===== src/rtl/if_pkg.sv =====
// ---------------------------------------------------------------------------
// if_pkg
// Shared definitions for the instruction-fetch sequencer slice.
//   state_t    : sequencer states (IDLE / LOAD / RUN)
//   PC_RESET   : PC value after reset and on every IDLE->RUN transition
//   PC_STEP    : byte increment between sequential fetches
//   word_align : clears the byte-offset bits of a byte address
// ---------------------------------------------------------------------------
package if_pkg;

    typedef enum logic [1:0] {
        S_IDLE = 2'd0,
        S_LOAD = 2'd1,
        S_RUN  = 2'd2
    } state_t;

    localparam logic [31:0] PC_RESET = 32'd0;
    localparam logic [31:0] PC_STEP  = 32'd4;

    // Instructions are word aligned, so branch targets drop their low two bits.
    function automatic logic [31:0] word_align(input logic [31:0] addr);
        return addr & ~32'd3;
    endfunction

endpackage


===== src/rtl/if_next_pc_sel.sv =====
// ---------------------------------------------------------------------------
// if_next_pc_sel
// Combinational next-PC priority mux used while the sequencer is in RUN.
// Priority: halt (hold) > br_taken (jump + flush) > hazard_stall (hold) > PC+4.
// Ports:
//   pc           in  32  current fetch byte address
//   halt         in  1   leave RUN; PC is held
//   br_taken     in  1   branch resolved taken this cycle
//   hazard_stall in  1   hold the PC
//   br_addr      in  32  branch target byte address
//   next_pc      out 32  PC to register at the next clock edge
//   flush_set    out 1   a taken branch starts a new flush window
// ---------------------------------------------------------------------------
module if_next_pc_sel
    import if_pkg::*;
(
    input  logic [31:0] pc,
    input  logic        halt,
    input  logic        br_taken,
    input  logic        hazard_stall,
    input  logic [31:0] br_addr,
    output logic [31:0] next_pc,
    output logic        flush_set
);

    // A branch beats a stall: the stalled instruction is on the wrong path
    // anyway, so the redirect proceeds and the flush clears it.
    always_comb begin
        next_pc   = pc;
        flush_set = 1'b0;
        if (halt) begin
            next_pc = pc;
        end else if (br_taken) begin
            next_pc   = word_align(br_addr);
            flush_set = 1'b1;
        end else if (hazard_stall) begin
            next_pc = pc;
        end else begin
            next_pc = pc + PC_STEP;
        end
    end

endmodule


===== src/rtl/if_fetch_sequencer.sv =====
// ---------------------------------------------------------------------------
// if_fetch_sequencer
// Sequences the instruction-fetch stage: owns the PC and the instruction-RAM
// write port, arbitrates the RAM between a boot-time loader (LOAD) and normal
// fetch (RUN), and generates the IF-stage flush after a taken branch.
// Parameters:
//   ADDR_W       instruction-RAM word-address width (depth = 2**ADDR_W)
//   FLUSH_CYCLES flush pulse length after a taken branch, 1..3
// Ports:
//   clk, rst            clock; asynchronous active-low reset
//   load_start          enter LOAD (only from IDLE; wins over run_req)
//   load_valid/last/data loader word stream
//   load_ready          high in LOAD
//   run_req, halt       IDLE->RUN and RUN->IDLE requests
//   hazard_stall        hold PC and IF/ID register
//   br_taken, br_addr   taken-branch redirect from EXE
//   pc, pc_en, flush    fetch address, IF/ID enable, IF/ID clear
//   imem_we/waddr/wdata instruction-RAM write port
//   busy_load, running  state indicators
// ---------------------------------------------------------------------------
module if_fetch_sequencer
    import if_pkg::*;
#(
    parameter int ADDR_W       = 10,
    parameter int FLUSH_CYCLES = 1
) (
    input  logic              clk,
    input  logic              rst,
    input  logic              load_start,
    input  logic              load_valid,
    input  logic              load_last,
    input  logic [31:0]       load_data,
    output logic              load_ready,
    input  logic              run_req,
    input  logic              halt,
    input  logic              hazard_stall,
    input  logic              br_taken,
    input  logic [31:0]       br_addr,
    output logic [31:0]       pc,
    output logic              pc_en,
    output logic              flush,
    output logic              imem_we,
    output logic [ADDR_W-1:0] imem_waddr,
    output logic [31:0]       imem_wdata,
    output logic              busy_load,
    output logic              running
);

    localparam logic [ADDR_W-1:0] CNT_MAX    = '1;
    localparam logic [1:0]        FLUSH_INIT = 2'(FLUSH_CYCLES - 1);

    state_t            state;
    logic [ADDR_W-1:0] load_cnt;
    logic [1:0]        flush_cnt;

    logic              in_load;
    logic              in_run;
    logic              accept;
    logic              flush_pending;
    logic [31:0]       next_pc;
    logic              flush_set;

    if_next_pc_sel u_next_pc_sel (
        .pc           (pc),
        .halt         (halt),
        .br_taken     (br_taken),
        .hazard_stall (hazard_stall),
        .br_addr      (br_addr),
        .next_pc      (next_pc),
        .flush_set    (flush_set)
    );

    // State decodes and the same-cycle strobes. The write strobe and flush
    // must respond in the deciding cycle, so they combine registered state
    // with the current inputs.
    always_comb begin
        in_load       = (state == S_LOAD);
        in_run        = (state == S_RUN);
        accept        = in_load & load_valid;
        flush_pending = (flush_cnt != 2'd0);

        load_ready = in_load;
        busy_load  = in_load;
        running    = in_run;

        imem_we    = accept;
        imem_waddr = in_load ? load_cnt : '0;
        imem_wdata = load_data;

        flush = in_run & (flush_set | flush_pending);
        pc_en = in_run & (~hazard_stall | flush);
    end

    // Sequencer FSM with the PC, load counter and flush counter.
    // The load counter saturates at the last RAM word so a runaway loader can
    // never wrap around and overwrite word 0; reaching it also ends the load.
    // Leaving RUN or re-entering it drops any pending flush cycles so a stale
    // window cannot leak into the next run.
    always_ff @(posedge clk or negedge rst) begin
        if (!rst) begin
            state     <= S_IDLE;
            pc        <= PC_RESET;
            load_cnt  <= '0;
            flush_cnt <= 2'd0;
        end else begin
            case (state)
                S_IDLE: begin
                    if (load_start) begin
                        state    <= S_LOAD;
                        load_cnt <= '0;
                    end else if (run_req) begin
                        state     <= S_RUN;
                        pc        <= PC_RESET;
                        flush_cnt <= 2'd0;
                    end
                end
                S_LOAD: begin
                    if (accept) begin
                        if (load_last || (load_cnt == CNT_MAX)) begin
                            state <= S_IDLE;
                        end
                        if (load_cnt != CNT_MAX) begin
                            load_cnt <= load_cnt + 1'b1;
                        end
                    end
                end
                S_RUN: begin
                    pc <= next_pc;
                    if (halt) begin
                        state     <= S_IDLE;
                        flush_cnt <= 2'd0;
                    end else if (flush_set) begin
                        flush_cnt <= FLUSH_INIT;
                    end else if (flush_pending) begin
                        flush_cnt <= flush_cnt - 2'd1;
                    end
                end
                default: begin
                    state <= S_IDLE;
                end
            endcase
        end
    end

endmodule


===== config.mk =====
export PLATFORM = sky130hd
export DESIGN_NAME = if_fetch_sequencer
export DESIGN_NICKNAME = d
export VERILOG_FILES = /design/src/rtl/if_pkg.sv /design/src/rtl/if_next_pc_sel.sv /design/src/rtl/if_fetch_sequencer.sv
export SDC_FILE = /design/constraint.sdc
export NUM_CORES = 1
export LEC_CHECK = 0
export BUFFER_PORTS_ARGS = -buffer_cell sky130_fd_sc_hd__buf_2
export CAP_MARGIN = 30
export CELL_PAD_IN_SITES_DETAIL_PLACEMENT = 1
export CELL_PAD_IN_SITES_GLOBAL_PLACEMENT = 1
export CORE_ASPECT_RATIO = 1.25
export CORE_MARGIN = 3
export CORE_UTILIZATION = 30
export DETAILED_ROUTE_END_ITERATION = 10
export PLACE_DENSITY = 0.89
export RECOVER_POWER = 25
export SLEW_MARGIN = 5
export SYNTH_ARGS = -nofsm -noshare
export SYNTH_HDL_FRONTEND = slang
export SYNTH_SLANG_ARGS = --single-unit
export TNS_END_PERCENT = 5

===== constraint.sdc =====
create_clock -name clk -period 1.8 [get_ports clk]
set_clock_uncertainty 0.15 [all_clocks]
set_input_delay 0.27 -clock clk [delete_from_list [all_inputs] [get_ports clk]]
set_output_delay 0.27 -clock clk [all_outputs]
set_load 0.03 [all_outputs]

==> metrics.yaml, run 1 <==
htree_levels: 2
path_class: "register to register"
die_y_microns: 119
setup_viol: 20
n_antenna_cell: 0
ys_seq_area_share_pct: 35.6
fin_crit_ps: 1930
synth-simple-area-share_pct: 22.1
rsz0062_at_grt: "true"
synthToLayoutAreaGrowth_pct: 40.9
overflow: 0
synth_top_flop_cell: "dfrtp_1"
die-width_microns: 96.8
grt_first_pass_wirelength_mm: 17.7
grt_max_degree: 23
numCtsBuffers: 5
final_core_util_pct: 44.4
arrival_ps: 1930
power_leakage_nw: 1.96
place_ws_ps: -249
multiInputGateArea_sq_um: 1770
antenna_left: 0
dp_cells: 590
async_flop_share_pct: 100
yosys-top-cells-area: "dfrtp_1, buf_4, o21ai_0, nand2_1, xnor2_1"
cts-root-buf: "clkbuf_16"
clkTransAtPathRegs_ps: 70
vias: 3182
synth_top_family_by_area: "simple AND/OR/NAND/NOR gates"
fin_cells: 605
boundaryPins: 153
violations: "setup timing"
synthAdderAreaFrac_pct: 1.21
slew_violations: 0
vias_per_cell: 5.26
syn_area_sq_um: 3090
fmax_ghz: 0.518
setup_slack_ps: -132
drt_wl_total_mm: 10.9
gp_congestion: 0.873
die_area_sq_um: 11600
synth_area_leader_cell: "dfrtp_1"
period_share_pct: 107
wl_per_cell_microns: 18.1
ys_ff_latch: 44
finalNetCount: 554
dp_hpwl_mm: 8.09
drive_above_1_share_pct: 46.6
drc: 0
drt_iter0_drc: 121
cts_tree: "built"
synth-edff-count: 0
synth_xor_area_share_pct: 5.38
clock-sinks: 44
ir_drop_v: 0.000506
crit_path_start_kind: "register"
final_hold_viol_count: 0
core.rowCount: 40
grt_util_all_layers_pct: 18.5
dr.pass1.iters: 4
grt_pass1_vias: 3585
start_util_pct: 31.5
synth-compound-area-share_pct: 21.5
ys.warnings.count: 0
cp.required_ps: 1800
outcome: "finished, violations left"
core-area_sq_um: 9810
regArea_sq_um: 1110
port_buffers: 84
powerDensity_nw_per_um2: 844
clk_latency_ps: 290
syn_inst: 364
end_kind: "register"
antenna_found_initial: 0
power.total_mw: 3.67
hp-class: "input pin to register"
crit_path_max_fanout: 9
avgSynthCellArea_sq_um: 8.49
synth_top_area_share_pct: 35.6
drv_cap: 0
synth_mux_area_share_pct: 1.01
fillers: 1176
ys_types: 58
clockBufferDepth: 2
[worst paths after layout]
check,end,slack (ps),cells past startpoint,from
worst max-delay path,pc[17],-130,7,pc[12]
worst min-delay path,pc[29],40,3,br_addr[29]
worst max register to register,pc[17],-130,7,pc[12]
worst min register to register,flush_cnt[0],330,1,flush_cnt[0]
max in group asynchronous,pc[19],550,3,rst
min in group asynchronous,pc[18],300,2,rst
[through the flow]
stage | hold slack (ps) | setup TNS (ps) | cell area [sq um]
floorplan | -176 | -1130 | 3120
global placement | 73.5 | -291 | 3870
detailed placement | 85.6 | -2060 | 3870
CTS | 39.5 | -953 | 4220
global route | 49.6 | -3900 | 4360
finish | 41.2 | -1180 | 4360
[layer usage]
layer	share of wire, %	global-route usage, %	up-vias
met5	0	0	-
met4	2.0	5.62	0
met3	5.0	3.69	23
met2	54	35.1	99
met1	39	20.5	1570
li1	-	-	1490
[cell families after synthesis]
group,count (synthesis)
simple gates,129
flops,44
buf+inv,66
xor+xnor,19
mux,3
fa+ha+maj,3
compound gates,99
other cells,1
[critical path: stages, from the launching register on]
cell and delay, ps:
dfrtp_1 380, nand4_1 180, nor3_2 200, buf_4 190
buf_4 130, a31oi_1 110, o21ai_0 290, o211ai_1 160
[placed cells by master, fill, tap and decap left out, types with 3 or more instances in the layout]
cell type / n
a22o_1: 7
inv_1: 12
o21a_1: 4
nand2b_1: 5
a21oi_1: 7
nand2_1: 32
a2111oi_2: 3
o21ai_1: 14
buf_2: 69
a21oi_2: 3
and2_4: 9
xor2_1: 7
nand3_1: 16
o21ai_0: 20
o211ai_1: 6
xnor2_1: 12
nor2_1: 17
clkbuf_16: 5
dfrtp_2: 9
nor3_1: 4
buf_4: 69
nand2_2: 4
a31oi_1: 6
o311ai_1: 5
dfrtp_1: 35
and2_1: 6
nand4_1: 12
buf_6: 18
a22oi_1: 4
[sequential cells by signal (all words and copies together) (netlist names)]
signal and count:
pc 30, load_cnt 10, flush_cnt 2, state 2
[layout make-up]
type	count	area share (%)
clock buffers	5	2.87
clock inverters	3	0.488
inverters	13	1.15
multi-input cells	255	40.7
flip-flops and latches	44	25.5
well taps	126	3.62
repair buffers	159	25.6
[where the power goes]
group	internal, mW	leakage (nW)	switching, mW	total, mW
clock network	0.518	0.0702	0.421	0.939
registers	1.12	0.588	0.127	1.25
logic	0.627	1.31	0.858	1.49
total	2.27	1.96	1.41	3.67
[Yosys cell counts, types with 6 or more instances]
cell and count:
nor3_1 7, dfrtp_1 44, xor2_1 7, nand3_1 17, and2_1 16, buf_4 35, xnor2_1 12, nand4_1 12
a31oi_1 9, o211ai_1 6, nand2_1 36, a21oi_1 10, o21ai_0 28, o21ai_1 7, inv_1 12, a22o_1 7
nor2_1 19, buf_2 9, clkbuf_1 6
[repair_timing]
action	4_1_cts	5_1_grt
buffers inserted	2	3
setup endpoints to repair	38	47
pin swaps	12	9
gates cloned	1	0
gates resized for setup	48	37
hold buffers	1	0
hold endpoints to repair	16	0
Power figures use the tool's default switching activity.
==> run 2, diff against run 1 <==
- CORE_MARGIN: 3 -> 1
- GPL_ROUTABILITY_DRIVEN: default -> 1
==> run 2 against run 1 <==
Against the previous run:
- die area decreased by 7.3%
- the run still ends with setup timing left
- fmax increased by 2.9%
- highest routed layer unchanged
- hold slack got worse by 3.4 ps
- largest cell class unchanged
- setup slack improved by 54 ps
- clock-buffer cell count increased by 2
- largest power group unchanged
- cell area increased by 0.63%
- first-iteration DRC count decreased by 12%
==> metrics.yaml, run 2 (synthesis results as in run 1) <==
dr.pass1.iters: 4
path_common_cell: "buf_6"
antenna_left: 0
gp_congestion: 0.893
overflow: 0
drt_iter0_drc: 107
violations: "setup timing"
outcome: "finished, violations left"
antenna_found_initial: 1
worstPathCellList: "buf_6, nand4_1, nor3_2, buf_6, nand3_2, or4_1, nand3_1"
period_share_pct: 104
powerDensity_nw_per_um2: 826
layout.cells.most_common: "buf_4"
clk_latency_ps: 290
arrival_ps: 1950
end_kind: "register"
die_y_microns: 115
critPathMaxStageDelay_ps: 500
vias_per_cell: 5.22
grt_pass1_vias: 3409
start_util_pct: 30.7
fin_cells: 612
cts_tree: "built"
clkTransAtPathRegs_ps: 60
regMostFlops: "pc"
largest_register_ffs: 30
hp-class: "input pin to register"
power_leakage_nw: 1.99
hold_slack_ps: 37.8
setup_viol: 19
core.rowCount: 41
drc: 0
fillers: 1198
grt_busiest_layer: "met2"
most-common-layout-cells: "buf_4, buf_2, dfrtp_1"
grtUsageMet1_pct: 22.1
final_core_util_pct: 43.6
dpl_cell_area_sq_um: 3860
slew_violations: 0
core-area_sq_um: 10100
boundaryPins: 153
numCtsBuffers: 5
grt_util_all_layers_pct: 19.8
grt_first_pass_wirelength_mm: 16.7
wl_per_cell_microns: 17.2
clock-sinks: 44
fin_crit_ps: 1880
met3_usage_pct: 3.81
final_hold_viol_count: 0
drt_wl_total_mm: 10.5
cts-root-buf: "clkbuf_16"
port_buffers: 84
path_class: "register to register"
dp_cells: 592
regArea_sq_um: 1110
setup_slack_ps: -77.2
crit_path_start_kind: "register"
die-width_microns: 92.8
critical_path.top_delay_family: "simple AND/OR/NAND/NOR gates"
final_area_sq_um: 4380
finalNetCount: 558
crit_path_max_fanout: 7
grt_max_degree: 23
crit_slowest_cell: "or4_1"
dp_hpwl_mm: 7.83
n_antenna_cell: 0
grtUsageMet2_pct: 36.8
die_area_sq_um: 10700
fmax_ghz: 0.533
vias: 3193
crit_buf_inv: 2
multiInputGateArea_sq_um: 1770
drive_above_1_share_pct: 45.5
rsz0062_at_grt: "true"
drv_cap: 0
reg.largest.list: "pc: 30 flops, load_cnt: 10 flops"
synthToLayoutAreaGrowth_pct: 41.8
cp.required_ps: 1880
htree_levels: 2
ir_drop_v: 0.000445
clockBufferDepth: 2
[run 2: cell types whose count changed in the layout (fill, tap and decap cells not counted), sizes merged]
cell	previous run	this run
clkinvlp	1	0
clkbuf	5	7
inv	13	12
buf	158	162
[run 2: area by class of cell]
type                       count  share of cell area (%)
clock buffer                   7                    3.03
clock inverter                 1                   0.200
inverter                      13                    1.14
multi-input combinational    255                    40.4
sequential                    44                    25.3
tap                          129                    3.68
timing repair buffer         163                    26.2
[run 2: worst reg2reg max path: cells and delay by family (launching register included)]
| kind | cells | cell delay [ps] |
|---|---|---|
| simple gates | 5 | 1030 |
| buf+inv | 2 | 250 |
| flops | 1 | 380 |
[run 2: path summary, 6_finish.rpt]
kind	slack (ps)	cells after the start	to	startpoint
setup / recovery	-80	7	pc[31]	pc[3]
hold reg to reg	340	1	flush_cnt[0]	flush_cnt[0]
max in group asynchronous	600	3	pc[4]	rst
min in group asynchronous	310	2	pc[25]	rst
setup reg to reg	-80	7	pc[31]	pc[3]
hold / removal	40	2	pc[20]	br_addr[20]
[run 2: stage by stage]
stage               TNS [ps]  power [mW]  worst slack, ps
global route           -2860        3.81             -145
CTS                     -656        3.56            -88.7
detailed placement     -2140        2.50             -249
global placement        -271        2.43            -79.4
finish                  -730        3.62            -77.2
floorplan              -1130        2.10             -109
[run 2: what timing repair did]
| item | in CTS | in global routing |
|---|---|---|
| resized for setup | 50 | 31 |
| hold buffers | 1 | 0 |
| endpoints found under the setup margin | 40 | 45 |
| buffers inserted | 2 | 9 |
| pin swaps | 9 | 18 |
| endpoints found under the hold margin | 17 | 0 |
[run 2: metal layers]
| metal | vias up | share of wire, % |
|---|---|---|
| met1 | 1585 | 39 |
| met4 | 0 | 3.2 |
| met2 | 90 | 53 |
| met3 | 25 | 4.9 |
| li1 | 1493 | - |
| met5 | - | 0 |
[run 2: power breakdown]
group | switching (mW) | internal (mW) | total, mW
Sequential | 0.115 | 1.12 | 1.24
Combinational | 0.840 | 0.613 | 1.45
Clock | 0.409 | 0.519 | 0.928
Total | 1.36 | 2.26 | 3.62
